==> config.mk <==
export PLATFORM = sky130hd
export DESIGN_NAME = mic_level_meter
export DESIGN_NICKNAME = d
export VERILOG_FILES = /design/src/rtl/mic_level_meter.sv
export SDC_FILE = /design/constraint.sdc
export NUM_CORES = 1
export LEC_CHECK = 0
export ABC_CLOCK_PERIOD_IN_PS = 3200
export BUFFER_PORTS_ARGS = -buffer_cell sky130_fd_sc_hd__buf_4
export CAP_MARGIN = 20
export CORE_MARGIN = 1
export CORE_UTILIZATION = 50
export DETAILED_ROUTE_END_ITERATION = 8
export PLACE_DENSITY = 0.66
export SLEW_MARGIN = 20
export SYNTH_ARGS = -nofsm -noshare
export SYNTH_HDL_FRONTEND = slang
export SYNTH_SLANG_ARGS = --single-unit
==> constraint.sdc <==
create_clock -name clk -period 3.2 [get_ports clk]
set_clock_uncertainty 0.2 [all_clocks]
set_input_delay 0.32 -clock clk [delete_from_list [all_inputs] [get_ports clk]]
set_output_delay 0.32 -clock clk [all_outputs]
set_load 0.02 [all_outputs]
==> src/rtl/mic_level_meter.sv <==
// Peak-deviation volume meter: tracks the largest |sample - MIDSCALE| over each
// window of WINDOW samples and maps it to a 0..15 level with instant attack and one-step decay.
module mic_level_meter #(
    parameter int unsigned WINDOW   = 4000,
    parameter logic [11:0] MIDSCALE = 12'd2048
) (
    input  logic        clk,
    input  logic        reset,
    input  logic        sample_valid,
    input  logic [11:0] sample,
    output logic [3:0]  mic_data,
    output logic [10:0] peak_hold,
    output logic        level_valid
);

    localparam logic [15:0] LAST_CNT = 16'(WINDOW - 1);

    typedef enum logic {
        ST_ACCUM,
        ST_CLOSE
    } state_e;

    state_e      state_q, state_d;
    logic [15:0] cnt_q, cnt_d;
    logic [10:0] peak_q, peak_d;
    logic [10:0] wpeak_q, wpeak_d;
    logic [3:0]  mic_q, mic_d;
    logic [10:0] hold_q, hold_d;
    logic        lv_q, lv_d;

    logic [11:0] dev_raw;
    logic [10:0] dev;
    logic [10:0] dev_max;
    logic [3:0]  new_level;
    logic        closing;

    // Compare-then-subtract keeps the magnitude unsigned; only sample=0 exceeds 11 bits.
    always_comb begin
        if (sample >= MIDSCALE) begin
            dev_raw = sample - MIDSCALE;
        end else begin
            dev_raw = MIDSCALE - sample;
        end
        dev       = dev_raw[11] ? 11'h7FF : dev_raw[10:0];
        dev_max   = (dev > peak_q) ? dev : peak_q;
        closing   = sample_valid && (cnt_q == LAST_CNT);
        new_level = wpeak_q[10:7];
    end

    always_comb begin
        // NOTE: every next-state signal gets a hold default first so no path infers a latch.
        state_d = state_q;
        cnt_d   = cnt_q;
        peak_d  = peak_q;
        wpeak_d = wpeak_q;
        mic_d   = mic_q;
        hold_d  = hold_q;
        lv_d    = 1'b0;

        // Accumulation runs in both states, so a sample landing in CLOSE starts the next window.
        if (sample_valid) begin
            if (closing) begin
                wpeak_d = dev_max;
                peak_d  = '0;
                cnt_d   = '0;
            end else begin
                peak_d  = dev_max;
                cnt_d   = cnt_q + 16'd1;
            end
        end

        case (state_q)
            ST_ACCUM: begin
                if (closing) begin
                    state_d = ST_CLOSE;
                end
            end
            ST_CLOSE: begin
                hold_d = wpeak_q;
                lv_d   = 1'b1;
                if (new_level >= mic_q) begin
                    mic_d = new_level;
                end else begin
                    mic_d = mic_q - 4'd1;
                end
                state_d = closing ? ST_CLOSE : ST_ACCUM;
            end
            default: begin
                state_d = ST_ACCUM;
            end
        endcase
    end

    always_ff @(posedge clk or posedge reset) begin
        if (reset) begin
            state_q <= ST_ACCUM;
            cnt_q   <= '0;
            peak_q  <= '0;
            wpeak_q <= '0;
            mic_q   <= '0;
            hold_q  <= '0;
            lv_q    <= 1'b0;
        end else begin
            state_q <= state_d;
            cnt_q   <= cnt_d;
            peak_q  <= peak_d;
            wpeak_q <= wpeak_d;
            mic_q   <= mic_d;
            hold_q  <= hold_d;
            lv_q    <= lv_d;
        end
    end

    assign mic_data    = mic_q;
    assign peak_hold   = hold_q;
    assign level_valid = lv_q;

endmodule

Yosys cells after proc, flatten, opt, wreduce, memory -nomap -nowiden
Cells that the tools add are included.
- word-level logic and storage cells: 25
- input port bits: 15
- output and inout port bits: 16
- flip-flop bits (word level): 55
- mux-type cells: 8
- add/sub/neg operators: 4
- reduce and logical (&&, ||, !) cells: 2
- $lt $le $gt $ge: 3
- eq/ne operators: 1
- operator list (operator ; number):
    $mux W11 ; 3
    $add A16 B1 Y16 const B ; 1
    $eq A16 B12 Y1 const B ; 1
    $mux W16 ; 1
    $ge A12 B12 Y1 const B ; 1
    $mux W12 ; 1
    $sub A12 B12 Y12 const A ; 1
    $sub A12 B12 Y12 const B ; 1
    $gt A11 B11 Y1 ; 1
    $ge A4 B4 Y1 ; 1
    $mux W4 ; 1
    $sub A4 B1 Y4 const B ; 1
    $mux W1 ; 2
    $reduce_and A2 Y1 ; 1
    $logic_and A1 B1 Y1 ; 1

Logic depth before layout (Yosys ltp)
- depth in word-level cells: 6
- gate-level depth with buffers: 14
- depth with buffers taken out: 12

Worst setup path before layout
Ideal clock, no wire load.
- path type: input to register
- start point: input port sample[4]
- end point: register peak_q[0]
- setup time: 121 ps
- slack: 149 ps
- data arrival time: 2730 ps
- buffers on the path: 2
- cell stages on the path: 13
- required time: 2879 ps
- cell sequence: nor4_4 nand2_2 or3_1 buf_6 nand2_2 ha_1 a21oi_1 o21ai_1 nor4_1 nor3_1 and3_1 buf_2 a22o_1
- word-level cells in the longest chain between the ends: 6
- elaborated cells on any way between the ends: 8
- those cells by class: 2 x add/sub; 2 x order compare; 4 x mux
- RTL lines (what ; line ; source):
    start, declared ; 10 ; input logic [11:0] sample,
    $sub A12 B12 Y12, or another cell as far along ; 42 ; dev_raw = MIDSCALE - sample;
    $mux W12 (*) ; 39 ; if (sample >= MIDSCALE) begin
    $mux W11 (*) ; 44 ; dev = dev_raw[11] ? 11'h7FF : dev_raw[10:0];
    $gt A11 B11 Y1 ; 45 ; dev_max = (dev > peak_q) ? dev : peak_q;
    $mux W11 (*) ; 45 ;
    $mux W11 (*) ; 62 ; if (closing) begin
    end signal, assigned ; 106 ; peak_q <= peak_d;
    end, declared ; 25 ; logic [10:0] peak_q, peak_d;
Every way passes the cells marked *; elsewhere a longest branch is shown, timed or not.
A chain may end at the register's enable or synchronous reset.

Worst setup path in the final report
- start point: input port sample[6]
- end point: register wpeak_q[1]
- word-level cells in the longest chain between the ends: 5
- elaborated cells on any way between the ends: 7
- those cells by class: 2 x add/sub; 2 x order compare; 3 x mux
- RTL lines (what ; line ; source):
    $sub A12 B12 Y12, or another cell as far along ; 42 ;
    $mux W12 (*) ; 39 ;
    $mux W11 (*) ; 44 ;
    $gt A11 B11 Y1 ; 45 ;
    $mux W11 (*) ; 45 ;
    end signal, assigned ; 107 ; wpeak_q <= wpeak_d;
    end, declared ; 26 ; logic [10:0] wpeak_q, wpeak_d;
Marks and branches as above.

==> results_tabular.tex <==
\begin{tabular}{lr}
\hline
Metric & Value \\
\hline
\multicolumn{2}{l}{\textbf{Timing}} \\
Post-route fraction of the period consumed by the critical path & 92.3\% \\
Worst rel slew slack & 50.5\% \\
Fin Hold WS & about 0.10 ns \\
Measured slew at the worst slew-check pin & 0.743 ns \\
Final hold violation count & 0 \\
Setup repair after global routing missed its margin & false \\
Final critical-path setup slack & 0.248 ns \\
Setup Viol. Count Final & 0 \\
Final period demand of the worst path & 2.95 ns \\
Highest Clock Rate & 339 MHz \\
Max Slew Vio Count & 0 \\
Summed negative setup slack over all endpoints & 0 ns \\
\multicolumn{2}{l}{\textbf{Placement}} \\
Post-DP HPWL & 4460 um \\
Final Wtd Congestion & 0.721 \\
Post-detailed-placement cell area & 3560 um2 \\
Placement Setup Slack & -0.246 ns \\
Port Buffer Count & 30 \\
\multicolumn{2}{l}{\textbf{Route}} \\
Mean number of vias per cell & about 5.3 \\
Post-DR wirelength/cell & 13.2 um \\
Starting DRT DRC Count & 74 \\
Total iterations of the first detailed-routing run & 4 \\
Vias after detailed routing & 2,287 \\
Post-detailed-route count of antenna-violating nets & 0 \\
DRC violation count after routing & 0 \\
DRT Wirelength & 5690 um \\
\multicolumn{2}{l}{\textbf{Worst hold path}} \\
Class of the worst hold path & in2reg \\
\multicolumn{2}{l}{\textbf{Clocking}} \\
CTS tree & built \\
CTS sink count & 55 \\
Clock latency on the worst-skew pair & 0.30 ns \\
Clock Pin Slew Worst Setup and Hold Paths & 0.09 ns \\
TritonCTS buffer count & 5 \\
Post-CTS setup buffer count & 0 \\
Longest Clk Path Bufs & 2 \\
Depth of the CTS H-tree & 2 \\
Root Buffer & sky130\_fd\_sc\_hd\_\_clkbuf\_8 \\
\multicolumn{2}{l}{\textbf{Global routing}} \\
M1 GR Usage & 26.0\% \\
Number of antenna violations at the first check in global routing & 0 \\
Most Crowded Layer GR & met2 \\
Vias in the first global route & 2,316 \\
Met2 Use GR & 34.9\% \\
Overall fraction of global-route tracks in use & 20.1\% \\
Gr ovfl total & 0 \\
First-pass GRT wire length & 10,300 um \\
Largest net degree at the start of global routing & 36 \\
M3 GR Usage & around 2.7\% \\
\multicolumn{2}{l}{\textbf{Worst setup path}} \\
Depth of the most critical reg-to-reg path & 9 \\
Launching instance or port of the critical path & sample[6] \\
Startpoint-to-endpoint class of the critical path & in2reg \\
CP required & 3.18 ns \\
Startpoint of the worst register-to-register path & peak\_q[6]\$\_DFFE\_PP0P\_ \\
Endpoint type of the worst setup path & flip-flop \\
Destination of the critical timing path & wpeak\_q[1]\$\_DFFE\_PP0P\_ \\
Destination of the worst register-to-register timing path & wpeak\_q[1]\$\_DFFE\_PP0P\_ \\
CP startpoint kind & input pin \\
Data arrival time of the critical path & 2.93 ns \\
Reg2Reg Setup Slack & $\sim$0.9 ns \\
Top fanout value on the critical path & 7 \\
\multicolumn{2}{l}{\textbf{Yosys}} \\
Synthesized area per cell & 10.2 um2 \\
Post-synth net total & about 340 \\
Post-synthesis cell area & 3120 um2 \\
Share of synthesized area occupied by flip-flops and latches & between 40\% and 50\% \\
Syn Inst Count & around 310 \\
Commonest register cell after synthesis & sky130\_fd\_sc\_hd\_\_dfrtp\_1 \\
Distinct cell type count of the synthesized netlist & 46 \\
Number of enable flip-flop cells after synthesis & 0 \\
Count of state elements after synthesis & 55 \\
Count of yosys warnings during synthesis & 0 \\
FFs w/ async S/R, synth & 100\% \\
\multicolumn{2}{l}{\textbf{Die}} \\
Top-Level Pins & 31 \\
Placeable core region & 5960 um2 \\
Die X & 81 um \\
Starting density of the core & 52.4\% \\
Number of placement rows & 28 \\
Die Span Y & 81 um \\
Die area & roughly 6600 um2 \\
\multicolumn{2}{l}{\textbf{Pwr}} \\
Power per cell area & 551 nW/um2 \\
Power Total & 0.00204 W \\
Highest ir drop seen on vdd & roughly 250 uV \\
Leak pwr & between 1.5 and 2 nW \\
\multicolumn{2}{l}{\textbf{Flow run}} \\
Max-cap violations & 0 \\
\multicolumn{2}{l}{\textbf{Layout}} \\
Fin area & about 3700 um2 \\
Fraction of layout cells with a size suffix above 1 & 26.1\% \\
Total Nets Final & between 300 and 400 \\
Area used by sequential logic in the layout & 1380 um2 \\
Layout fillers & 540 \\
Area grow syn2layout & 18.4\% \\
Diodes inserted & 0 \\
Combined area of the multi-input logic cells & 1600 um2 \\
\multicolumn{2}{l}{\textbf{Run status}} \\
Run status & finished, final reports clean \\
\hline
\end{tabular}
power by group:
| group | switching (W) | internal [W] | total [W] |
|---|---|---|---|
| logic | 0.000359 | 0.000355 | 0.000714 |
| clock network | 0.000208 | 0.000230 | 0.000438 |
| registers | 0.0000919 | 0.000794 | 0.000886 |
| total | 0.000658 | 0.00138 | 0.00204 |
cell usage after synthesis, drive strengths merged (2+ instances only):
cell     instances  area (um2)
nor4             4        55.1
nand2b           2        12.5
xor2             6        52.6
dfrtp           55        1380
a2bb2oi          2        17.5
mux2i           15         150
and3             6        38.8
nor2            18        67.6
nand4           11        75.1
o21ai           22         114
nor3             7        40.0
o221ai           2        17.5
and4             3        26.3
mux2             9         101
nand3            4        20.0
a22o            10        87.6
a21oi            8        43.8
a31oi            2        12.5
ha              18         225
xnor2           13         114
nand3b           2        15.0
a21o             3        22.5
inv             28         105
a311o            2        20.0
buf              6        45.0
a211oi           2        15.0
nand2           31         161
nor2b            3        18.8
clkbuf           5        18.8
final cells by class:
cell class                 count  area share (%)
timing repair buffer          55            11.2
tap                           75            2.54
clock buffer                   6            1.96
multi-input combinational    211            43.3
sequential                    55            37.3
clock inverter                 1           0.813
inverter                      28            2.84
stage by stage:
step / instances / util [%]
global placement: 423 / 59.8
finish: 431 / 62.0
detailed placement: 423 / 59.8
floorplan: 305 / -
global route: 431 / 62.0
CTS: 431 / 61.7
cells in the final DEF, fill, tap and decap left out, types with 4 or more instances in the layout:
cell                       instances
sky130_fd_sc_hd__a21oi_1           6
sky130_fd_sc_hd__a22o_1           10
sky130_fd_sc_hd__and3_1            4
sky130_fd_sc_hd__buf_4            54
sky130_fd_sc_hd__clkbuf_8          5
sky130_fd_sc_hd__dfrtp_1          55
sky130_fd_sc_hd__ha_1             18
sky130_fd_sc_hd__inv_1            27
sky130_fd_sc_hd__mux2_2            9
sky130_fd_sc_hd__mux2i_1          15
sky130_fd_sc_hd__nand2_1          23
sky130_fd_sc_hd__nand2_4           5
sky130_fd_sc_hd__nand3_1           4
sky130_fd_sc_hd__nand4_1          10
sky130_fd_sc_hd__nor2_1           18
sky130_fd_sc_hd__nor3_1            5
sky130_fd_sc_hd__o21ai_0          11
sky130_fd_sc_hd__o21ai_1           9
sky130_fd_sc_hd__xnor2_1          13
sky130_fd_sc_hd__xor2_1            6
repair_timing:
item | in CTS | in global routing
hold endpoints to repair | 20 | 0
hold buffers | 1 | 0
gates resized for setup | 0 | 5
endpoints found under the setup margin | 0 | 20
state kept, by name, indices dropped and copies added, names as in the netlist:
| name | count |
|---|---|
| cnt_q | 16 |
| level_valid | 1 |
| mic_data | 4 |
| peak_hold | 11 |
| peak_q | 11 |
| state_q | 1 |
| wpeak_q | 11 |
how the worst min path moves through the flow:
stage,cells after the start,endpoint,slack [ns],from
after floorplan,0,level_valid$_DFF_PP0_,0.19,state_q$_DFF_PP0_
after global placement,2,level_valid$_DFF_PP0_,0.15,reset
after detailed placement,2,level_valid$_DFF_PP0_,0.16,reset
after CTS,2,cnt_q[0]$_DFFE_PP0P_,0.09,sample_valid
after global routing,2,cnt_q[0]$_DFFE_PP0P_,0.13,sample_valid
final,2,cnt_q[0]$_DFFE_PP0P_,0.10,sample_valid
metal layers:
layer | share of wire (%) | vias to the layer above
met2 | 49 | 43
met4 | 1.2 | 0
met5 | 0 | -
met1 | 47 | 1069
met3 | 2.8 | 7
li1 | - | 1168
critical path, stage by stage:
cell,delay (ns)
sky130_fd_sc_hd__buf_4,0.12
sky130_fd_sc_hd__nor4_2,0.33
sky130_fd_sc_hd__nand2b_1,0.10
sky130_fd_sc_hd__buf_4,0.15
sky130_fd_sc_hd__a311o_1,0.33
sky130_fd_sc_hd__o21ai_0,0.13
sky130_fd_sc_hd__ha_1,0.18
sky130_fd_sc_hd__nand4_1,0.15
sky130_fd_sc_hd__a21oi_2,0.20
sky130_fd_sc_hd__nor4_2,0.07
sky130_fd_sc_hd__nor3_2,0.28
sky130_fd_sc_hd__buf_4,0.24
sky130_fd_sc_hd__mux2i_1,0.25
sky130_fd_sc_hd__o21ai_1,0.08
cell families (layout without fill, tap and decap cells):
kind of cell | Yosys count | in the layout | synth area share (%)
adders and majority gates | 18 | 18 | 7.22
muxes | 24 | 24 | 8.06
and+or+nand+nor | 93 | 93 | 17.6
AOI/OAI and AO/OA | 57 | 57 | 12.3
xor gates and xnor gates | 19 | 19 | 5.33
DFF | 55 | 55 | 44.1
buffers and inverters | 39 | 90 | 5.41
(Power assumes the default switching activity.)
